[config.mk]
export PLATFORM = sky130hd
export DESIGN_NAME = polinomio_horner
export DESIGN_NICKNAME = d
export VERILOG_FILES = /design/src/rtl/polinomio_pkg.sv /design/src/rtl/passo_horner.sv /design/src/rtl/polinomio_horner.sv
export SDC_FILE = /design/constraint.sdc
export NUM_CORES = 1
export LEC_CHECK = 0
export ABC_AREA = 1
export ABC_CLOCK_PERIOD_IN_PS = 18500
export CELL_PAD_IN_SITES_DETAIL_PLACEMENT = 1
export CELL_PAD_IN_SITES_GLOBAL_PLACEMENT = 1
export CORE_MARGIN = 4
export CORE_UTILIZATION = 40
export CTS_CLUSTER_DIAMETER = 40
export DETAILED_ROUTE_END_ITERATION = 6
export PLACE_DENSITY_LB_ADDON = 0.1
export SLEW_MARGIN = 15
export SYNTH_ARGS = -nofsm -noshare
export SYNTH_HDL_FRONTEND = slang
export SYNTH_SLANG_ARGS = --single-unit
export TNS_END_PERCENT = 10
[constraint.sdc]
create_clock -name ck -period 18.5 [get_ports ck]
set_clock_uncertainty 0.2 [all_clocks]
set_input_delay 2.775 -clock ck [delete_from_list [all_inputs] [get_ports ck]]
set_output_delay 2.775 -clock ck [all_outputs]
set_load 0.05 [all_outputs]
[src/rtl/polinomio_pkg.sv]
// Shared types and helpers for the Horner polynomial evaluator.
package polinomio_pkg;

  // Controller states: idle, one multiply-add per step, done pulse.
  typedef enum logic [1:0] {
    OCIOSO,
    PASSO,
    FIM
  } estado_t;

  // Bit offset of coefficient k inside the packed coefficient bus.
  function automatic int unsigned coef_lsb(input int unsigned k, input int unsigned w);
    return k * w;
  endfunction

endpackage

[src/rtl/passo_horner.sv]
// One Horner step: novo_acc = acc*X + c, with full-width overflow detection
// in unsigned or two's-complement mode. Purely combinational.
module passo_horner #(
  parameter int W = 16
) (
  input  logic [W-1:0] acc,
  input  logic [W-1:0] X,
  input  logic [W-1:0] c,
  input  logic         com_sinal,
  output logic [W-1:0] novo_acc,
  output logic         ovf
);

  logic [2*W-1:0] acc_ext;
  logic [2*W-1:0] x_ext;
  logic [2*W-1:0] prod;
  logic [2*W:0]   prod_ext;
  logic [2*W:0]   c_ext;
  logic [2*W:0]   soma;
  logic           ovf_prod;
  logic           ovf_soma;

  // Extend operands per mode; the low 2W bits of the product of the extended
  // operands are exact in both modes, and the 2W+1-bit sum cannot wrap.
  always_comb begin
    acc_ext  = {{W{com_sinal & acc[W-1]}}, acc};
    x_ext    = {{W{com_sinal & X[W-1]}}, X};
    prod     = acc_ext * x_ext;
    prod_ext = {com_sinal & prod[2*W-1], prod};
    c_ext    = {{(W+1){com_sinal & c[W-1]}}, c};
    soma     = prod_ext + c_ext;
    novo_acc = soma[W-1:0];
  end

  // Out of range: upper bits not a pure zero (unsigned) or sign extension (signed).
  always_comb begin
    if (com_sinal) begin
      ovf_prod = (prod[2*W-1:W-1] != '0) && (prod[2*W-1:W-1] != '1);
      ovf_soma = (soma[2*W:W-1] != '0) && (soma[2*W:W-1] != '1);
    end else begin
      ovf_prod = (prod[2*W-1:W] != '0);
      ovf_soma = (soma[2*W:W] != '0);
    end
    ovf = ovf_prod | ovf_soma;
  end

endmodule

[src/rtl/polinomio_horner.sv]
// Polynomial evaluator P(X) = sum coef[k]*X^k by Horner's rule, one
// multiply-add per clock, runtime degree up to GRAU, inicio/pronto handshake.
module polinomio_horner #(
  parameter int W    = 16,
  parameter int GRAU = 2,
  parameter int GW   = (GRAU < 1) ? 1 : $clog2(GRAU + 1)
) (
  input  logic                  ck,
  input  logic                  rst_n,
  input  logic                  inicio,
  input  logic                  com_sinal,
  input  logic [GW-1:0]         grau,
  input  logic [W-1:0]          X,
  input  logic [(GRAU+1)*W-1:0] coef,
  output logic [W-1:0]          Resultado,
  output logic                  pronto,
  output logic                  ocupado,
  output logic                  overflow
);

  import polinomio_pkg::*;

  localparam int unsigned NCOEF = GRAU + 1;

  estado_t               estado;
  logic [W-1:0]          acc;
  logic [W-1:0]          x_l;
  logic [(GRAU+1)*W-1:0] coef_l;
  logic                  sinal_l;
  logic [GW-1:0]         k;
  logic                  ovf_r;
  logic                  pronto_r;
  logic                  ocupado_r;

  logic [GW-1:0]         g;
  logic [GW-1:0]         idx;
  logic [(GRAU+1)*W-1:0] coef_src;
  logic [W-1:0]          c_sel;
  logic [W-1:0]          novo_acc;
  logic                  ovf_passo;

  // Requested degree clamped to the maximum supported degree.
  always_comb begin
    g = grau;
    if (int'(grau) > GRAU) g = GW'(GRAU);
  end

  // Coefficient mux: the live bus selects coef[g] at acceptance, the latched
  // copy selects coef[k-1] while stepping; one mux serves both.
  always_comb begin
    if (estado == OCIOSO) begin
      coef_src = coef;
      idx      = g;
    end else begin
      coef_src = coef_l;
      idx      = k - GW'(1);
    end
    c_sel = '0;
    for (int unsigned i = 0; i < NCOEF; i++) begin
      if (idx == GW'(i)) c_sel = coef_src[coef_lsb(i, W) +: W];
    end
  end

  passo_horner #(.W(W)) u_passo (
    .acc      (acc),
    .X        (x_l),
    .c        (c_sel),
    .com_sinal(sinal_l),
    .novo_acc (novo_acc),
    .ovf      (ovf_passo)
  );

  // Controller: latch operands on accepted inicio, step k down to 0, pulse pronto.
  always_ff @(posedge ck or negedge rst_n) begin
    if (!rst_n) begin
      estado    <= OCIOSO;
      acc       <= '0;
      k         <= '0;
      x_l       <= '0;
      coef_l    <= '0;
      sinal_l   <= 1'b0;
      ovf_r     <= 1'b0;
      pronto_r  <= 1'b0;
      ocupado_r <= 1'b0;
    end else begin
      case (estado)
        OCIOSO: begin
          if (inicio) begin
            x_l       <= X;
            coef_l    <= coef;
            sinal_l   <= com_sinal;
            acc       <= c_sel;
            k         <= g;
            ovf_r     <= 1'b0;
            ocupado_r <= 1'b1;
            if (g != '0) begin
              estado <= PASSO;
            end else begin
              estado   <= FIM;
              pronto_r <= 1'b1;
            end
          end
        end
        PASSO: begin
          acc   <= novo_acc;
          ovf_r <= ovf_r | ovf_passo;
          k     <= k - GW'(1);
          if (k == GW'(1)) begin
            estado   <= FIM;
            pronto_r <= 1'b1;
          end
        end
        FIM: begin
          pronto_r  <= 1'b0;
          ocupado_r <= 1'b0;
          estado    <= OCIOSO;
        end
        default: estado <= OCIOSO;
      endcase
    end
  end

  assign Resultado = acc;
  assign pronto    = pronto_r;
  assign ocupado   = ocupado_r;
  assign overflow  = ovf_r;

endmodule
==> impl_metrics.json, run 1 <==
{
  "synth-compound-area-share_pct": 6.45,
  "critical_path.max_stage_delay_ns": 0.60,
  "core_area_sq_um": 46900,
  "antenna-diode-count": 0,
  "die_h_um": 226,
  "crit_type": "reg -> reg",
  "antenna_found_initial": 0,
  "clkTransAtPathRegs_ns": 0.08,
  "die_area_sq_um": 51200,
  "syn_area_per_cell_sq_um": 6.75,
  "required_ns": 18.58,
  "place.gp.congestion": 0.988,
  "drive_above_1_share_pct": 4.07,
  "synth_most_common_cell": "nand2_1",
  "hold_viol_final": 0,
  "cts_sinks": 88,
  "start_util_pct": 40.7,
  "yosysSeqAreaShare_pct": 11.5,
  "rsz0062_at_grt": "no",
  "synth_ff_type": "dfrtp_1",
  "overflow": 0,
  "num-nets-final": 3313,
  "cts_hold_buf": 0,
  "multi_input_area_sq_um": 13900,
  "start_kind": "flip-flop",
  "yosysUniqueCellTypes": 40,
  "cts_setup_buffers": 0,
  "synth_top_area_share_pct": 29.7,
  "slew_headroom_pct": 27.0,
  "setup_viol": 0,
  "htree_levels": 3,
  "n_fill_cell": 6144,
  "numPortBuffers": 88,
  "cts_made_buffers": 9,
  "via_count": 17600,
  "slew_violations": 0,
  "cts_tree": "done",
  "period_needed_ns": 9.04,
  "synth_fp_nets": 3292,
  "async_flop_share_pct": 100,
  "synthMuxAreaShare_pct": 0,
  "fmax_ghz": 0.111,
  "ys_top_cells_by_count": "954 x nand2_1, 659 x inv_1, 283 x fa_1",
  "maxCapViolCount": 0,
  "routed_wl_um": 65400,
  "synth_area_leaders": "fa_1 30%, nand2_1 19%, inv_1 13%, dfrtp_1 12%, ha_1 7.5%",
  "hold_class": "reg -> reg",
  "first_global_vias": 19800,
  "setup_tns_ns": 0,
  "grt_usage_pct": 26.4,
  "cts-root-buf": "clkbuf_16",
  "end_kind": "flip-flop",
  "critPathMaxFanout": 17,
  "clock_path_buffers": 2,
  "wire_per_inst_um": 18.9,
  "outcome": "complete, no violations",
  "num_rows": 79,
  "ys_seq_elements": 88,
  "arrival_ns": 9.12,
  "via_per_inst": 5.10,
  "synth_top_family_by_area": "adder cells",
  "die_w_um": 226,
  "ios": 89,
  "path_common_cell": "nand2_1",
  "cts.repair.resized": 0,
  "worst_pin_slew_ns": 1.09,
  "synth-edff-count": 0,
  "ys_warn_count": 0,
  "drt_first_pass_iters": 5,
  "drt_iter0_markers": 846,
  "synthAdderAreaFrac_pct": 37.2,
  "drc": 0,
  "synthCells": 2824,
  "grt_max_degree": 84,
  "regArea_sq_um": 2200,
  "ant_nets": 0,
  "critPathSlowestCell": "fa_1",
  "clk_latency_ns": 0.38,
  "synth_top_area_cell": "fa_1",
  "grt_pass1_wl_um": 106000,
  "synth-xor-area-share_pct": 1.33,
  "yosys.area_share.simple_pct": 27.9,
  "hpwlAfterDp_um": 55200,
  "area_growth_pct": 9.00,
  "synth_area_sq_um": 19100,
  "min_period_over_period_pct": 48.9
}
==> layout make-up <==
type,instances,share of cell area [%]
multi-input combinational,1952,67.0
inverter,687,12.4
timing repair buffer,107,4.91
sequential,88,10.6
clock inverter,7,0.379
tap,607,3.65
clock buffer,9,1.08
==> logic make-up (layout without fill, tap and decap cells) <==
group	count (synthesis)	in the layout
AOI/OAI and AO/OA	221	221
DFF	88	88
adders and majority gates	398	398
buffers and inverters	784	810
and+or+nand+nor	1304	1304
xor gates and xnor gates	29	29
==> cells in the final DEF, fill, tap and decap left out, types with 2 or more instances in the layout <==
cell type          n
nand2_1          953
nor2_1           144
clkinv_1           3
nor2_2            16
o21ai_0          100
a31oi_1            2
fa_1             283
ha_1             115
o21ai_1            7
clkdlybuf4s50_1   87
inv_6              2
clkbuf_16          9
o21bai_1          10
nor3_1             8
o221ai_1           6
dfrtp_1           87
nand3_1          103
a22oi_1            8
inv_2             25
and2_1             4
inv_8              4
nand4_1           37
or2_2              9
buf_4             20
o311ai_0           2
xor2_1            17
inv_1            659
nand3b_1           4
a21oi_1           69
xnor2_1           12
a21oi_2            4
nand2_2           11
nand3_2            7
o211ai_1          10
nor3_2             4
==> per-layer routing <==
metal | vias up | global-route usage, % | part of all wire [%]
li1 | 8354 | - | -
met1 | 8905 | 33.9 | 45
met2 | 293 | 47.9 | 50
met3 | 68 | 3.69 | 3.4
met4 | 0 | 4.93 | 1.6
met5 | - | 0 | 0
==> stage by stage <==
| step | worst slack [ns] | hold WS [ns] | cells | util, % | area [sq um] |
|---|---|---|---|---|---|
| finish | 9.46 | 0.289 | 3457 | 44.4 | 20800 |
| global route | 8.72 | 0.317 | 3457 | 44.4 | 20800 |
| CTS | 9.49 | 0.292 | 3457 | 44.4 | 20800 |
| detailed placement | 9.54 | 0.273 | 3441 | 43.7 | 20500 |
| global placement | 9.57 | 0.265 | 3441 | 43.7 | 20500 |
| floorplan | 10.88 | 0.248 | 2824 | - | 19100 |
==> path summary, 6_finish.rpt <==
kind / start / to / slack (ns) / depth (start not counted)
worst max-delay path: sinal_l / overflow / 9.46 / 36
max in group asynchronous: rst_n / Resultado[3] / 14.75 / 2
worst min register to register: coef_l[14] / coef_l[14] / 0.29 / 2
worst max register to register: sinal_l / overflow / 9.46 / 36
min in group asynchronous: rst_n / coef_l[20] / 2.17 / 1
worst min-delay path: coef_l[14] / coef_l[14] / 0.29 / 2
==> sequential cells by signal, indices dropped and copies added (netlist names) <==
signal and flops:
pronto 1, k 2, overflow 1, x_l 16, Resultado 16, estado 2
ocupado 1, coef_l 48, sinal_l 1
==> critical path: cells and delay by family, from the launching register on <==
kind                     cells  cell delay [ns]
AO/OA/AOI/OAI                1             0.26
AND/OR/NAND/NOR             23             3.27
buffers and inverters        4             0.86
adder cells (fa/ha/maj)      8             3.85
flip-flops                   1             0.49
Power of run 1 is not shown: default switching activity piles up to over one toggle a cycle in this logic, so the estimate is an artifact.
==> run 2: changes to the inputs <==
--- a/config.mk
+++ b/config.mk
@@ -6,7 +6,7 @@
 export NUM_CORES = 1
 export LEC_CHECK = 0
 export ABC_AREA = 1
-export ABC_CLOCK_PERIOD_IN_PS = 18500
+export ABC_CLOCK_PERIOD_IN_PS = 8000
 export CELL_PAD_IN_SITES_DETAIL_PLACEMENT = 1
 export CELL_PAD_IN_SITES_GLOBAL_PLACEMENT = 1
 export CORE_MARGIN = 4
==> constraint.sdc (replaced) <==
create_clock -name ck -period 8 [get_ports ck]
set_clock_uncertainty 0.2 [all_clocks]
set_input_delay 1.2 -clock ck [delete_from_list [all_inputs] [get_ports ck]]
set_output_delay 1.2 -clock ck [all_outputs]
set_load 0.05 [all_outputs]
==> impl_metrics.json, run 2 (synthesis gave the netlist of run 1 again) <==
{
  "numPortBuffers": 88,
  "required_ns": 8.10,
  "die_w_um": 226,
  "clock_path_buffers": 2,
  "cts-root-buf": "clkbuf_16",
  "cp_num_buf_inv": 12,
  "grt_usage_pct": 27.2,
  "design_area_sq_um": 22700,
  "cts_tree": "done",
  "critical_path.max_stage_delay_ns": 0.52,
  "start_util_pct": 40.7,
  "fin_cells": 3600,
  "slew_violations": 0,
  "ant_nets": 0,
  "busiest_layer": "met2",
  "htree_levels": 3,
  "gr-usage-met3_pct": 2.93,
  "worst_pin_slew_ns": 1.23,
  "drc": 0,
  "placed_area_sq_um": 21500,
  "start_kind": "flip-flop",
  "area_growth_pct": 19.1,
  "clkTransAtPathRegs_ns": 0.09,
  "setup_tns_ns": 0,
  "fin_hold_ws_ns": 0.291,
  "die_area_sq_um": 51200,
  "outcome": "complete, no violations",
  "cts_hold_buf": 0,
  "drt_first_pass_iters": 4,
  "antenna_found_initial": 1,
  "drt_iter0_markers": 855,
  "met1_usage_pct": 34.4,
  "via_per_inst": 5.05,
  "die_h_um": 226,
  "first_global_vias": 20400,
  "hpwlAfterDp_um": 58300,
  "routed_wl_um": 68500,
  "hold_viol_final": 0,
  "overflow": 0,
  "largest_register_ffs": 48,
  "ios": 89,
  "num_rows": 79,
  "min_period_over_period_pct": 94.9,
  "core_area_sq_um": 46900,
  "end_kind": "flip-flop",
  "clk_latency_ns": 0.40,
  "place.gp.congestion": 0.904,
  "wire_per_inst_um": 19.0,
  "crit_type": "reg -> reg",
  "path_common_cell": "nand2_1",
  "setup_viol": 0,
  "grt_max_degree": 99,
  "grt_pass1_wl_um": 108000,
  "arrival_ns": 7.69,
  "cts_sinks": 88,
  "layout_commonest_cell": "nand2_1",
  "slew_headroom_pct": 17.6,
  "dp.cells": 3569,
  "via_count": 18200,
  "drive_above_1_share_pct": 14.3,
  "top_register": "coef_l",
  "critPathSlowestCell": "fa_1",
  "critPathMaxFanout": 7,
  "final_cell_mix": "912 x nand2_1, 653 x inv_1, 280 x fa_1",
  "grt_use_met2_pct": 49.2,
  "hold_class": "reg -> reg",
  "cts_made_buffers": 9,
  "period_needed_ns": 7.59,
  "crit_family": "adder cells",
  "fmax_ghz": 0.132,
  "maxCapViolCount": 0,
  "num-nets-final": 3455
}
run 2: cell count changes in the layout (fill, tap and decap cells not counted), moves of 22 or more:
cell     delta
buf_4     +136
ha_4       +23
nor2_1     -35
nand2_1    -41
a21oi_1    -22
nand2_2    +38
ha_1       -31
run 2: final timing paths:
kind	start	endpoint	slack [ns]	cells after the start
hold / removal	coef_l[21]	coef_l[21]	0.29	2
max in group asynchronous	rst_n	x_l[13]	5.69	2
min in group asynchronous	rst_n	coef_l[21]	0.65	1
setup / recovery	Resultado[8]	overflow	0.41	40
setup reg to reg	Resultado[8]	overflow	0.41	40
hold reg to reg	coef_l[21]	coef_l[21]	0.29	2
run 2: what timing repair did:
| action | in CTS | in global routing |
|---|---|---|
| pin swaps | 0 | 20 |
| cloned | 0 | 0 |
| gates resized for setup | 14 | 203 |
| setup buffers | 0 | 14 |
| setup endpoints to repair | 1 | 1 |
run 2: cell type report:
cell class | count | area, sq um
Inverter | 687 | 2580
Antenna cell | 1 | 2.50
Sequential cell | 88 | 2230
Multi-Input combinational cell | 1952 | 14700
Fill cell | 6056 | 24100
Tap cell | 607 | 759
Clock buffer | 9 | 225
Clock inverter | 7 | 76.3
Timing Repair Buffer | 249 | 2130
run 2: per-stage QoR:
| stage | worst slack, ns | utilization, % |
|---|---|---|
| floorplan | 0.383 | - |
| global placement | -0.121 | 45.8 |
| detailed placement | -0.226 | 45.8 |
| CTS | 0.00183 | 46.5 |
| global route | -0.0254 | 48.5 |
| finish | 0.412 | 48.5 |
run 2: routing by layer:
| metal | vias to the layer above | wire (um) |
|---|---|---|
| met5 | - | 0 |
| met4 | 0 | 2030 |
| met3 | 106 | 2030 |
| met2 | 302 | 34600 |
| met1 | 9118 | 29800 |
| li1 | 8637 | - |
run 2: worst register-to-register path: cells and delay by family (launching register included):
kind,cells,cell delay [ns]
buffers and inverters,12,1.27
AOI/OAI and AO/OA,1,0.06
xor gates and xnor gates,1,0.18
DFF,1,0.51
adders and majority gates,8,3.45
and+or+nand+nor,18,1.82
Power of run 2 is left out for the same reason.
==> run 3: changes to the inputs <==
--- a/config.mk
+++ b/config.mk
@@ -13,7 +13,8 @@
 export CORE_UTILIZATION = 40
 export CTS_CLUSTER_DIAMETER = 40
 export DETAILED_ROUTE_END_ITERATION = 6
-export PLACE_DENSITY_LB_ADDON = 0.1
+export GPL_TIMING_DRIVEN = 0
+export PLACE_DENSITY = 0.87
 export SLEW_MARGIN = 15
 export SYNTH_ARGS = -nofsm -noshare
 export SYNTH_HDL_FRONTEND = slang
==> impl_metrics.json, run 3 (synthesis gave the netlist of run 1 again) <==
{
  "required_ns": 8.08,
  "area_growth_pct": 26.1,
  "cp_num_buf_inv": 6,
  "place.gp.congestion": 0.945,
  "num-nets-final": 3485,
  "hpwlAfterDp_um": 62800,
  "clkTransAtPathRegs_ns": 0.08,
  "worst_pin_slew_ns": 1.25,
  "outcome": "finished, violations left",
  "start_util_pct": 40.7,
  "drt_iter0_markers": 1960,
  "period_needed_ns": 8.14,
  "fmax_ghz": 0.123,
  "maxCapViolCount": 0,
  "start_kind": "flip-flop",
  "overflow": 0,
  "core_area_sq_um": 46900,
  "grt_usage_pct": 31.1,
  "die_area_sq_um": 51200,
  "drt_first_pass_iters": 5,
  "reg2reg_from": "Resultado[6]",
  "wire_per_inst_um": 25.5,
  "cts_sinks": 88,
  "die_h_um": 226,
  "critPathSlowestCell": "fa_1",
  "clock_path_buffers": 2,
  "grt_max_degree": 73,
  "clk_latency_ns": 0.39,
  "violations": "setup timing",
  "numPortBuffers": 88,
  "end_kind": "flip-flop",
  "rsz0062_at_grt": "yes",
  "ant_nets": 0,
  "drc": 0,
  "largest_register_ffs": 48,
  "fin_ws_ns": -0.143,
  "layout_commonest_cell": "nand2_1",
  "via_count": 21000,
  "setup_tns_ns": -0.143,
  "ff2ff_path_depth": 38,
  "critPathMaxFanout": 7,
  "final_cell_mix": "837 x nand2_1, 626 x inv_1, 267 x fa_1",
  "top_register": "coef_l",
  "crit_family": "adder cells",
  "first_global_vias": 22000,
  "cts_made_buffers": 9,
  "slew_violations": 0,
  "slew_headroom_pct": 16.5,
  "hp-start": "coef_l[29]",
  "antenna_found_initial": 5,
  "fin_cells": 3630,
  "critical_path.max_stage_delay_ns": 0.57,
  "crit_type": "reg -> reg",
  "hold_class": "reg -> reg",
  "hold_viol_final": 0,
  "arrival_ns": 8.22,
  "cts-root-buf": "clkbuf_16",
  "via_per_inst": 5.77,
  "grt_pass1_wl_um": 122000,
  "min_period_over_period_pct": 102,
  "drive_above_1_share_pct": 20.0,
  "setup_viol": 1,
  "path_common_cell": "nand2_1",
  "cp-startpoint": "Resultado[6]",
  "dp.cells": 3520,
  "die_w_um": 226,
  "cts_tree": "done",
  "routed_wl_um": 92400,
  "utilization_pct": 51.4,
  "cp.depth": 38,
  "htree_levels": 3,
  "num_rows": 79,
  "holdPathStages": 2,
  "ios": 89
}
## run 3: metrics by stage
| step | hold WS [ns] | setup WS (ns) | cell area (sq um) |
|---|---|---|---|
| after floorplan | 0.248 | 0.383 | 19100 |
| after global placement | 0.264 | -1.20 | 20700 |
| after detailed placement | 0.274 | -1.47 | 20700 |
| after CTS | 0.292 | 0.000494 | 21900 |
| after global routing | 0.318 | -0.453 | 24100 |
| final | 0.293 | -0.143 | 24100 |
## run 3: tightest hold or removal path, delay by kind of cell (launching register included)
kind | cells | cell delay, ns
AND/OR/NAND/NOR | 1 | 0.05
flip-flops | 1 | 0.35
AO/OA/AOI/OAI | 1 | 0.06
## run 3: final timing paths
| path | endpoint | slack [ns] |
|---|---|---|
| max in group asynchronous | x_l[13] | 6.47 |
| min | coef_l[29] | 0.29 |
| min in group asynchronous | coef_l[39] | 0.43 |
| max reg2reg | overflow | -0.14 |
| max | overflow | -0.14 |
| min reg2reg | coef_l[29] | 0.29 |
## run 3: timing repair
item | 4_1_cts | 5_1_grt
endpoints found under the setup margin | 3 | 1
buffers inserted | 32 | 89
hold buffers | 0 | 0
pin swaps | 15 | 164
gates cloned | 0 | 2
gates resized for setup | 219 | 394
## run 3: metal layers
metal  GRT usage, %  routed length [um]  vias to the layer above
met2           53.4               43700                     1335
met3           7.25                9290                      584
met4           18.2                7980                        6
met5              0                  41                        -
met1           35.5               31400                    10300
li1               -                   -                     8709
## run 3: final cells by class
| type | count | area (sq um) |
|---|---|---|
| Buffer | 67 | 526 |
| Sequential cell | 88 | 2260 |
| Timing Repair Buffer | 212 | 1960 |
| Fill cell | 5901 | 22800 |
| Antenna cell | 1 | 2.50 |
| Clock buffer | 9 | 225 |
| Tap cell | 607 | 759 |
| Inverter | 687 | 2620 |
| Clock inverter | 7 | 76.3 |
| Multi-Input combinational cell | 1952 | 15600 |
Power of run 3 is left out for the same reason.
